==> src/rtl/evg_dbus_generator.sv <==
// Distributed-bus source for the event generator TX path: heartbeat, round-trip ping
// and PULSE_CHANNELS programmable pulse trains, all registered in the evgTxClk domain.
module evg_dbus_generator #(
    parameter int DISTRIBUTED_BUS_WIDTH = 8,
    parameter int PULSE_CHANNELS        = 4,
    parameter int COUNTER_WIDTH         = 24,
    parameter int PING_PERIOD           = 1250,
    localparam int CHANNEL_SEL_WIDTH    = (PULSE_CHANNELS > 1) ? $clog2(PULSE_CHANNELS) : 1
) (
    input  logic                             evgTxClk,
    input  logic                             evgTxReset_n,
    input  logic                             evgHeartbeatRequest,
    input  logic [PULSE_CHANNELS-1:0]        evgChannelTrigger,
    input  logic                             cfgWrite,
    input  logic [CHANNEL_SEL_WIDTH-1:0]     cfgChannel,
    input  logic [1:0]                       cfgMode,
    input  logic [COUNTER_WIDTH-1:0]         cfgPeriod,
    input  logic [COUNTER_WIDTH-1:0]         cfgWidth,
    output logic [DISTRIBUTED_BUS_WIDTH-1:0] evgDistributedBus,
    output logic [PULSE_CHANNELS-1:0]        cfgPending,
    output logic [PULSE_CHANNELS-1:0]        cfgError
);

    localparam int PING_CNT_WIDTH = (PING_PERIOD > 2) ? $clog2(PING_PERIOD) : 1;
    localparam logic [PING_CNT_WIDTH-1:0] PING_RELOAD = PING_CNT_WIDTH'(PING_PERIOD - 1);

    typedef enum logic [1:0] {
        MODE_OFF     = 2'd0,
        MODE_FREE    = 2'd1,
        MODE_HB      = 2'd2,
        MODE_ONESHOT = 2'd3
    } chanMode_t;

    typedef enum logic {
        OS_IDLE  = 1'b0,
        OS_PULSE = 1'b1
    } oneShotState_t;

    typedef struct packed {
        chanMode_t                mode;
        logic [COUNTER_WIDTH-1:0] period;
        logic [COUNTER_WIDTH-1:0] width;
    } chanCfg_t;

    // Full per-channel state, including the one-shot FSM, kept in one struct for probing.
    typedef struct packed {
        chanCfg_t                 cfg;
        logic [COUNTER_WIDTH-1:0] phase;
        oneShotState_t            osState;
    } chanState_t;

    localparam chanCfg_t   CFG_OFF   = '{mode: MODE_OFF, period: '0, width: '0};
    localparam chanState_t STATE_OFF = '{cfg: CFG_OFF, phase: '0, osState: OS_IDLE};

    logic                      hbBit;
    logic                      pingBit;
    logic [PING_CNT_WIDTH-1:0] pingCount;
    logic [PULSE_CHANNELS-1:0] chanOut;

    always_ff @(posedge evgTxClk or negedge evgTxReset_n) begin
        if (!evgTxReset_n) begin
            hbBit     <= 1'b0;
            pingBit   <= 1'b0;
            pingCount <= PING_RELOAD;
        end else begin
            hbBit <= evgHeartbeatRequest;
            if (pingCount == '0) begin
                pingCount <= PING_RELOAD;
                pingBit   <= 1'b1;
            end else begin
                pingCount <= pingCount - 1'b1;
                pingBit   <= 1'b0;
            end
        end
    end

    for (genvar c = 0; c < PULSE_CHANNELS; c++) begin : gChan
        chanState_t               st;
        chanCfg_t                 shadow;
        chanCfg_t                 writeCfg;
        logic                     outBit;
        logic                     pendingBit;
        logic                     errorBit;
        logic                     writeHit;
        logic                     writeValid;
        logic                     writeImmediate;
        logic                     atWrap;
        logic                     atPulseEnd;
        logic                     boundary;
        logic [COUNTER_WIDTH-1:0] runPhase;

        assign writeCfg       = '{mode: chanMode_t'(cfgMode), period: cfgPeriod, width: cfgWidth};
        assign writeHit       = cfgWrite && (cfgChannel == CHANNEL_SEL_WIDTH'(c));
        assign writeValid     = (cfgMode == 2'd0) ||
                                ((cfgPeriod >= COUNTER_WIDTH'(2)) && (cfgWidth != '0));
        assign writeImmediate = writeHit && writeValid &&
                                ((cfgMode == 2'd0) || (st.cfg.mode == MODE_OFF));

        // Compare against P-1 / W-1 rather than incrementing past them, so no overflow.
        assign atWrap     = !(st.phase < (st.cfg.period - 1'b1));
        assign atPulseEnd = !(st.phase < (st.cfg.width - 1'b1));
        assign runPhase   = (atWrap || ((st.cfg.mode == MODE_HB) && evgHeartbeatRequest)) ?
                            '0 : st.phase + 1'b1;

        always_comb begin
            boundary = 1'b0;
            case (st.cfg.mode)
                MODE_FREE:    boundary = atWrap;
                MODE_HB:      boundary = atWrap || evgHeartbeatRequest;
                MODE_ONESHOT: boundary = (st.osState == OS_IDLE) || atPulseEnd;
                default:      boundary = 1'b0;
            endcase
        end

        always_ff @(posedge evgTxClk or negedge evgTxReset_n) begin
            if (!evgTxReset_n) begin
                st         <= STATE_OFF;
                shadow     <= CFG_OFF;
                outBit     <= 1'b0;
                pendingBit <= 1'b0;
                errorBit   <= 1'b0;
            end else if (writeImmediate) begin
                st         <= '{cfg: writeCfg, phase: '0, osState: OS_IDLE};
                outBit     <= (cfgMode == 2'd1) || (cfgMode == 2'd2);
                pendingBit <= 1'b0;
                errorBit   <= 1'b0;
            end else begin
                if (pendingBit && boundary) begin
                    st         <= '{cfg: shadow, phase: '0, osState: OS_IDLE};
                    outBit     <= (shadow.mode == MODE_FREE) || (shadow.mode == MODE_HB);
                    pendingBit <= 1'b0;
                end else begin
                    case (st.cfg.mode)
                        MODE_FREE, MODE_HB: begin
                            st.phase <= runPhase;
                            outBit   <= (runPhase < st.cfg.width);
                        end
                        MODE_ONESHOT: begin
                            if (st.osState == OS_IDLE) begin
                                if (evgChannelTrigger[c]) begin
                                    st.osState <= OS_PULSE;
                                    st.phase   <= '0;
                                    outBit     <= 1'b1;
                                end else begin
                                    outBit <= 1'b0;
                                end
                            end else if (atPulseEnd) begin
                                st.osState <= OS_IDLE;
                                st.phase   <= '0;
                                outBit     <= 1'b0;
                            end else begin
                                st.phase <= st.phase + 1'b1;
                                outBit   <= 1'b1;
                            end
                        end
                        default: outBit <= 1'b0;
                    endcase
                end
                // A write landing on a boundary cycle is queued after the old shadow applies.
                if (writeHit) begin
                    if (writeValid) begin
                        shadow     <= writeCfg;
                        pendingBit <= 1'b1;
                        errorBit   <= 1'b0;
                    end else begin
                        errorBit <= 1'b1;
                    end
                end
            end
        end

        assign chanOut[c]    = outBit;
        assign cfgPending[c] = pendingBit;
        assign cfgError[c]   = errorBit;
    end

    always_comb begin
        evgDistributedBus                      = '0;
        evgDistributedBus[0]                   = hbBit;
        evgDistributedBus[1]                   = pingBit;
        evgDistributedBus[PULSE_CHANNELS+1:2]  = chanOut;
    end

endmodule

==> config.mk <==
export PLATFORM = sky130hd
export DESIGN_NAME = evg_dbus_generator
export DESIGN_NICKNAME = d
export VERILOG_FILES = /design/src/rtl/evg_dbus_generator.sv
export SDC_FILE = /design/constraint.sdc
export NUM_CORES = 1
export LEC_CHECK = 0
export CAP_MARGIN = 20
export CORE_ASPECT_RATIO = 0.75
export CORE_UTILIZATION = 45
export CTS_CLUSTER_SIZE = 12
export DETAILED_ROUTE_END_ITERATION = 8
export SKIP_LAST_GASP = 1
export SLEW_MARGIN = 20
export SYNTH_ARGS = -nofsm -noshare
export SYNTH_HDL_FRONTEND = slang
export SYNTH_SLANG_ARGS = --single-unit
==> constraint.sdc <==
create_clock -name evgTxClk -period 15.07 [get_ports evgTxClk]
set_input_delay 2.2605 -clock evgTxClk [delete_from_list [all_inputs] [get_ports evgTxClk]]
set_output_delay 2.2605 -clock evgTxClk [all_outputs]
set_load 0.02 [all_outputs]
## Yosys cells after proc, flatten, opt, wreduce, memory -nomap -nowiden

Cells that the tools add are included.

| word-level totals | value |
|---|---|
| memories | 0 |
| bits in latches | 0 |
| register bits | 525 |
| input port bits | 60 |
| ROM bits | 0 |
| word-level logic and storage cells | 288 |
| RAM bits | 0 |

| operators by class | value |
|---|---|
| muxes and demuxes | 91 |
| shift-type cells | 0 |
| add/sub/neg operators | 13 |
| $mul | 0 |
| reductions and logical operators | 87 |
| magnitude comparators | 13 |
| div/mod/pow operators | 0 |
| equal/unequal tests | 29 |
| bitwise logic cells | 8 |

Operators with widths:

| cell | number |
|---|---|
| 2-to-1 mux 25 bit | 12 |
| 2-to-1 mux 75 bit | 4 |
| < comparator 24 bit | 12 |
| 2-to-1 mux 50 bit | 4 |
| 2-to-1 mux 24 bit | 8 |
| case mux 24 bit (2 select lines) | 4 |
| subtractor 24 x 1 -> 24 bit (second input constant) | 8 |
| adder 24 x 1 -> 24 bit (second input constant) | 4 |
| 2-to-1 mux 1 bit | 50 |
| equality test 2 bit (second input constant) | 15 |
| greater-or-equal comparator 24 x 2 -> 1 bit (second input constant) | 1 |
| nonzero test 24 bit | 1 |
| logical OR 1 bit | 22 |
| logical AND 1 bit | 21 |
| equality test 2 x 1 -> 1 bit (second input constant) | 10 |
| inequality test 5 bit (second input constant) | 4 |
| nonzero test 2 bit | 8 |
| nonzero test 4 bit | 4 |
| zero test 2 bit | 6 |
| case mux 1 bit (3 select lines) | 4 |
| AND reduction 3 bit | 4 |
| nonzero test 3 bit | 4 |
| zero test 11 bit | 1 |
| 2-to-1 mux 11 bit | 1 |
| 6 further kinds | 29 |

## Longest topological paths before layout

| depth | value |
|---|---|
| word-level depth | 10 |
| mapped depth | 26 |
| mapped depth without buffers | 24 |

## Least setup slack after synthesis

OpenSTA, ideal clock, no wires.

| timing | value |
|---|---|
| path type | reg-to-reg |
| start | register gChan[3].st[52] (netlist bit) |
| end | register gChan[3].outBit |
| arrival time | 5.052 ns |
| buffers on the path | 1 |
| cell stages (with the launch flop) | 21 |
| path slack | 9.952 ns |
| data required time | 15.005 ns |
| library setup time | 0.065 ns |
| cells stage by stage | dfrtp_1 > nor4_1 > nand4_1 > or4_1 > nor3_1 > xnor2_1 > ha_1 > and4_1 > nand4_1 > a2111o_1 > o2111ai_2 > clkbuf_1 > nor2_1 > ha_1 > a211oi_1 > o221ai_1 > a221o_1 > a21oi_1 > o21ai_0 > o32ai_1 > o21a_1 |

| between the ends | value |
|---|---|
| word-level cells in the longest chain between the ends | 9 |
| elaborated cells on any way between the ends | 12 |
| those cells by class | 1 x add/sub; 2 x order compare; 5 x mux; 4 x reduce/logical |

Ends and longest elaborated chain:

| element | RTL line | source |
|---|---|---|
| from (decl) | 78 | `chanState_t st;` |
| from (signal assigned) | 123 | `st <= '{cfg: writeCfg, phase: '0, osState: OS_IDLE};` |
| from (signal assigned) | 129 | `st <= '{cfg: shadow, phase: '0, osState: OS_IDLE};` |
| subtractor 24 x 1 -> 24 bit * | 100 | `assign atWrap = !(st.phase < (st.cfg.period - 1'b1));` |
| < comparator 24 bit * | 100 |  |
| zero test 1 bit * | 100 |  |
| logical OR 1 bit | 102 | `assign runPhase = (atWrap \|\| ((st.cfg.mode == MODE_HB) && evgHeartbeatRequest)) ?` |
| 2-to-1 mux 24 bit | 102 |  |
| < comparator 24 bit | 136 | `outBit <= (runPhase < st.cfg.width);` |
| case mux 1 bit (2 select lines) | 133 | `case (st.cfg.mode)` |
| 2-to-1 mux 1 bit * | 128 | `if (pendingBit && boundary) begin` |
| 2-to-1 mux 1 bit * | 122 | `end else if (writeImmediate) begin` |
| to (signal assigned) | 124 | `outBit <= (cfgMode == 2'd1) \|\| (cfgMode == 2'd2);` |
| to (signal assigned) | 130 | `outBit <= (shadow.mode == MODE_FREE) \|\| (shadow.mode == MODE_HB);` |
| to (signal assigned) | 136 |  |
| to (decl) | 81 | `logic outBit;` |

Every way passes the cells marked *; elsewhere a longest branch is shown, timed or not.
A chain may end at the register's enable or synchronous reset.

## Worst setup path in the final report

| timing | value |
|---|---|
| start | register gChan[2].st[52] (netlist bit) |
| end | register gChan[2].outBit |

| between the ends | value |
|---|---|
| word-level cells in the longest chain between the ends | 9 |
| elaborated cells on any way between the ends | 12 |
| those cells by class | 1 x add/sub; 2 x order compare; 5 x mux; 4 x reduce/logical |

Ends and longest elaborated chain:

| element | RTL line |
|---|---|
| from (decl) | 78 |
| from (signal assigned) | 123 |
| from (signal assigned) | 129 |
| subtractor 24 x 1 -> 24 bit * | 100 |
| < comparator 24 bit * | 100 |
| zero test 1 bit * | 100 |
| logical OR 1 bit | 102 |
| 2-to-1 mux 24 bit | 102 |
| < comparator 24 bit | 136 |
| case mux 1 bit (2 select lines) | 133 |
| 2-to-1 mux 1 bit * | 128 |
| 2-to-1 mux 1 bit * | 122 |
| to (signal assigned) | 124 |
| to (signal assigned) | 130 |
| to (signal assigned) | 136 |
| to (decl) | 81 |

Marks and branches as above.

==> flow_metrics.env <==
export IMPL_run_status="complete, no violations"
export IMPL_seq_power_share_pct=40.1
export IMPL_io_pin_count=76
export IMPL_clock_root_buffer="sky130_fd_sc_hd__clkbuf_16"
export IMPL_postPlaceCellArea_sq_um=36100
export IMPL_number_of_buffers_added_for_setup_after_cts=0
export IMPL_numCtsBuffers=56
export IMPL_synth_ff_latch_count=525
export IMPL_clock_fmax_ghz=0.161
export IMPL_postCtsHoldBufs=0
export IMPL_die_height_um=242
export IMPL_number_of_antenna_violations_at_the_first_check_in_global_routing=9
export IMPL_wire_per_inst_um=20.4
export IMPL_holdCritPathClass="reg2reg"
export IMPL_timing_critical_path_mode_cell="sky130_fd_sc_hd__nor2_1"
export IMPL_drt_drc_violations_left=0
export IMPL_clock_input_transition_at_the_sequential_cells_of_the_worst_setup_and_hold_paths_ns=0.06
export IMPL_worst_path_largest_cell_delay_ns=0.82
export IMPL_cts_buffer_depth=3
export IMPL_vias_in_the_first_global_route=25622
export IMPL_postSynthCellCount=3747
export IMPL_initialDrtViolationCount=2045
export IMPL_htree_levels=2
export IMPL_pwr_share_comb_pct=37.9
export IMPL_total_power_mw=6.43
export IMPL_post_synth_instance_area_sq_um=34500
export IMPL_drive_gt1_share_pct=10.6
export IMPL_final_report_hold_violation_count=0
export IMPL_endpoint_kind="register"
export IMPL_critical_path_required_ns=15.56
export IMPL_start_util_pct=45.7
export IMPL_stdcell_area_sq_um=38000
export IMPL_coreArea_sq_um=75400
export IMPL_synthesis_yosys_warnings=0
export IMPL_global_route_usage_total_pct=25.4
export IMPL_synth_async_reset_ratio_pct=100
export IMPL_cp_arrival_ns=6.68
export IMPL_switchingPower_mw=2.51
export IMPL_fillerInstances=7120
export IMPL_maxSlewViolCount=0
export IMPL_timing_hold_worst_start="gChan[3].shadow[37]$_DFFE_PN0P_"
export IMPL_critPathLaunchType="register"
export IMPL_worst_ir_drop_vdd_uv=97.1
export IMPL_dr_total_vias=27037
export IMPL_cell_with_the_biggest_individual_delay_on_the_critical_path="sky130_fd_sc_hd__or2_1"
export IMPL_first_pass_iters=6
export IMPL_drtAntennaViolNets=0
export IMPL_swShare_pct=39.0
export IMPL_rrSetupSlack_ns=8.88
export IMPL_placement_io_buffers=73
export IMPL_area_delta_synth_final_pct=10.3
export IMPL_hold_crit_depth=1
export IMPL_first_pass_grt_wire_length_mm=154
export IMPL_global_route_overflow_total=0
export IMPL_nets=4115
export IMPL_power_per_cell_area_nw_per_um2=169
export IMPL_finalSetupTns_ns=0
export IMPL_cp_cell_sequence="nor4_1, nand2_1, nor4_1, nand2_1, nor3_1, xnor2_1, ha_1, nand4_1, or4_1, a211oi_1, or2_1, nor2_1, ha_1, nand4_1, nor2_1, o31ai_1, a31oi_1, nor2_1, o311a_1, nor3_1, o22ai_1"
export IMPL_placementRows=87
export IMPL_transition_time_at_the_pin_with_the_least_slew_margin_ns=1.01
export IMPL_worst_setup_path_type="reg2reg"
export IMPL_wl_mm=98.0
export IMPL_top_flip_flop_cell_by_instance_count_after_synthesis="sky130_fd_sc_hd__dfrtp_1"
export IMPL_place_congestion=0.893
export IMPL_grt_start_max_net_pins=105
export IMPL_worst_path_max_fanout=26
export IMPL_fin_crit_ns=6.19
export IMPL_ff_latch_area_sq_um=13100
export IMPL_insertion_delay_ns=0.64
export IMPL_worstRegToRegCells=21
export IMPL_tritoncts_clock_tree="built"
export IMPL_seq_area_frac_synth_pct=38.1
export IMPL_yosysUniqueCellTypes=81
export IMPL_power_leakage_nw=17.3
export IMPL_cts_repair_resize_count=0
export IMPL_dieArea_sq_um=77700
export IMPL_regToRegStartpoint="gChan[2].st[52]$_DFFE_PN0P_"
export IMPL_multi_input_area_sq_um=19900
export IMPL_layout_cells_most_common_list="520 x sky130_fd_sc_hd__dfrtp_1, 458 x sky130_fd_sc_hd__nor2_1, 407 x sky130_fd_sc_hd__nand2_1"
export IMPL_setup_violations=0
export IMPL_max_cap_violations=0
export IMPL_worst_hold_slack_after_final_layout_ns=0.505
export IMPL_final_min_period_over_clock_period_pct=41.1
export IMPL_slew_limit_headroom_pct=32.1
export IMPL_post_route_util_pct=50.4
export IMPL_unrepaired_setup_endpoints_after_global_routing="false"
export IMPL_regToRegEndpoint="gChan[2].outBit$_DFF_PN0_"
export IMPL_most_common_cell_after_layout_fill_and_taps_aside="sky130_fd_sc_hd__dfrtp_1"
export IMPL_synth_edff_count=0
export IMPL_whs_endpoint="gChan[3].shadow[37]$_DFFE_PN0P_"
export IMPL_synth_avg_cell_area_sq_um=9.20
export IMPL_floorplan_die_width_um=322
export IMPL_worst_clock_skew_ns=0.0213
export IMPL_avg_vias_per_cell=5.62
export IMPL_clkPwrFrac_pct=22.0
export IMPL_cp_buffers_inverters=0
export IMPL_dp_hpwl_mm=69.9
export IMPL_cp_top_family="simple AND/OR/NAND/NOR gates"
export IMPL_intPower_mw=3.92
export IMPL_cts_sink_count=525
## state kept, by name (all words and copies together), names as in the netlist
name and count:
gChan.st 300, gChan.shadow 200, pingCount 11, gChan.errorBit 4, gChan.outBit 4, gChan.pendingBit 4, hbBit 1, pingBit 1
## power by group through the flow
| stage | logic (mW) | registers (mW) | clock network, mW |
|---|---|---|---|
| after global placement | 2.37 | 2.59 | 0 |
| after floorplan | 1.92 | 2.38 | 0 |
| after detailed placement | 2.43 | 2.60 | 0 |
| after global routing | 2.78 | 2.67 | 1.50 |
| final | 2.44 | 2.58 | 1.41 |
| after CTS | 2.44 | 2.58 | 1.44 |
## logic make-up after synthesis
family | Yosys count | share of synthesized area, %
other | 1 | 0.0109
AO/OA/AOI/OAI | 553 | 9.88
flip-flops | 525 | 38.1
multiplexers | 326 | 10.2
buffers and inverters | 356 | 4.47
XOR/XNOR | 316 | 8.03
AND/OR/NAND/NOR | 1360 | 18.0
adder cells (fa/ha/maj) | 310 | 11.3
## routing by layer
metal	GRT usage (%)	part of all wire (%)	routed length [um]	vias up
li1	-	-	-	13165
met4	6.40	2.5	2460	10
met3	6.46	7.7	7550	156
met1	37.5	48	47200	13005
met5	2.96	0.36	350	-
met2	36.5	41	40400	701
## area by class of cell
type	count	share of cell area, %
multi-input cells	2867	52.3
inverters	145	1.43
clock inverters	14	0.468
well taps	1023	3.37
clock buffers	82	4.32
repair buffers	150	3.49
diodes	4	0.0263
flip-flops and latches	525	34.6
## Yosys cell counts (all sizes together) (102+ instances only)
cell | count | share of area [%]
mux2 | 200 | 6.5
nand2 | 407 | 4.4
a21oi | 175 | 2.5
ha | 310 | 11
xor2 | 102 | 2.6
mux2i | 126 | 3.7
buf | 106 | 1.7
nor3 | 104 | 1.5
clkbuf | 105 | 1.2
nor2 | 459 | 5.0
xnor2 | 214 | 5.4
o21ai | 126 | 1.8
nand3 | 109 | 1.6
dfrtp | 520 | 38
a31oi | 107 | 1.9
inv | 145 | 1.6
## worst max path at each step
stage,from,to,slack (ns),cells after the start
2_1_floorplan,gChan[3].st[52]$_DFFE_PN0P_,gChan[3].outBit$_DFF_PN0_,9.95,20
3_3_place_gp,evgHeartbeatRequest,gChan[0].st[9]$_DFFE_PN0P_,8.13,11
3_5_place_dp,evgHeartbeatRequest,gChan[0].st[7]$_DFFE_PN0P_,8.02,11
4_1_cts,gChan[0].st[52]$_DFFE_PN0P_,gChan[0].st[7]$_DFFE_PN0P_,8.68,18
5_1_grt,gChan[2].st[52]$_DFFE_PN0P_,gChan[2].outBit$_DFF_PN0_,8.32,21
6_report,gChan[2].st[52]$_DFFE_PN0P_,gChan[2].outBit$_DFF_PN0_,8.88,21
## metrics by stage
stage | std cells | setup WS, ns
after CTS | 4805 | 8.68
after global placement | 4708 | 8.13
after global routing | 4807 | 8.32
final | 4810 | 8.88
after floorplan | 3748 | 9.95
after detailed placement | 4709 | 8.02
(Power assumes the default switching activity.)
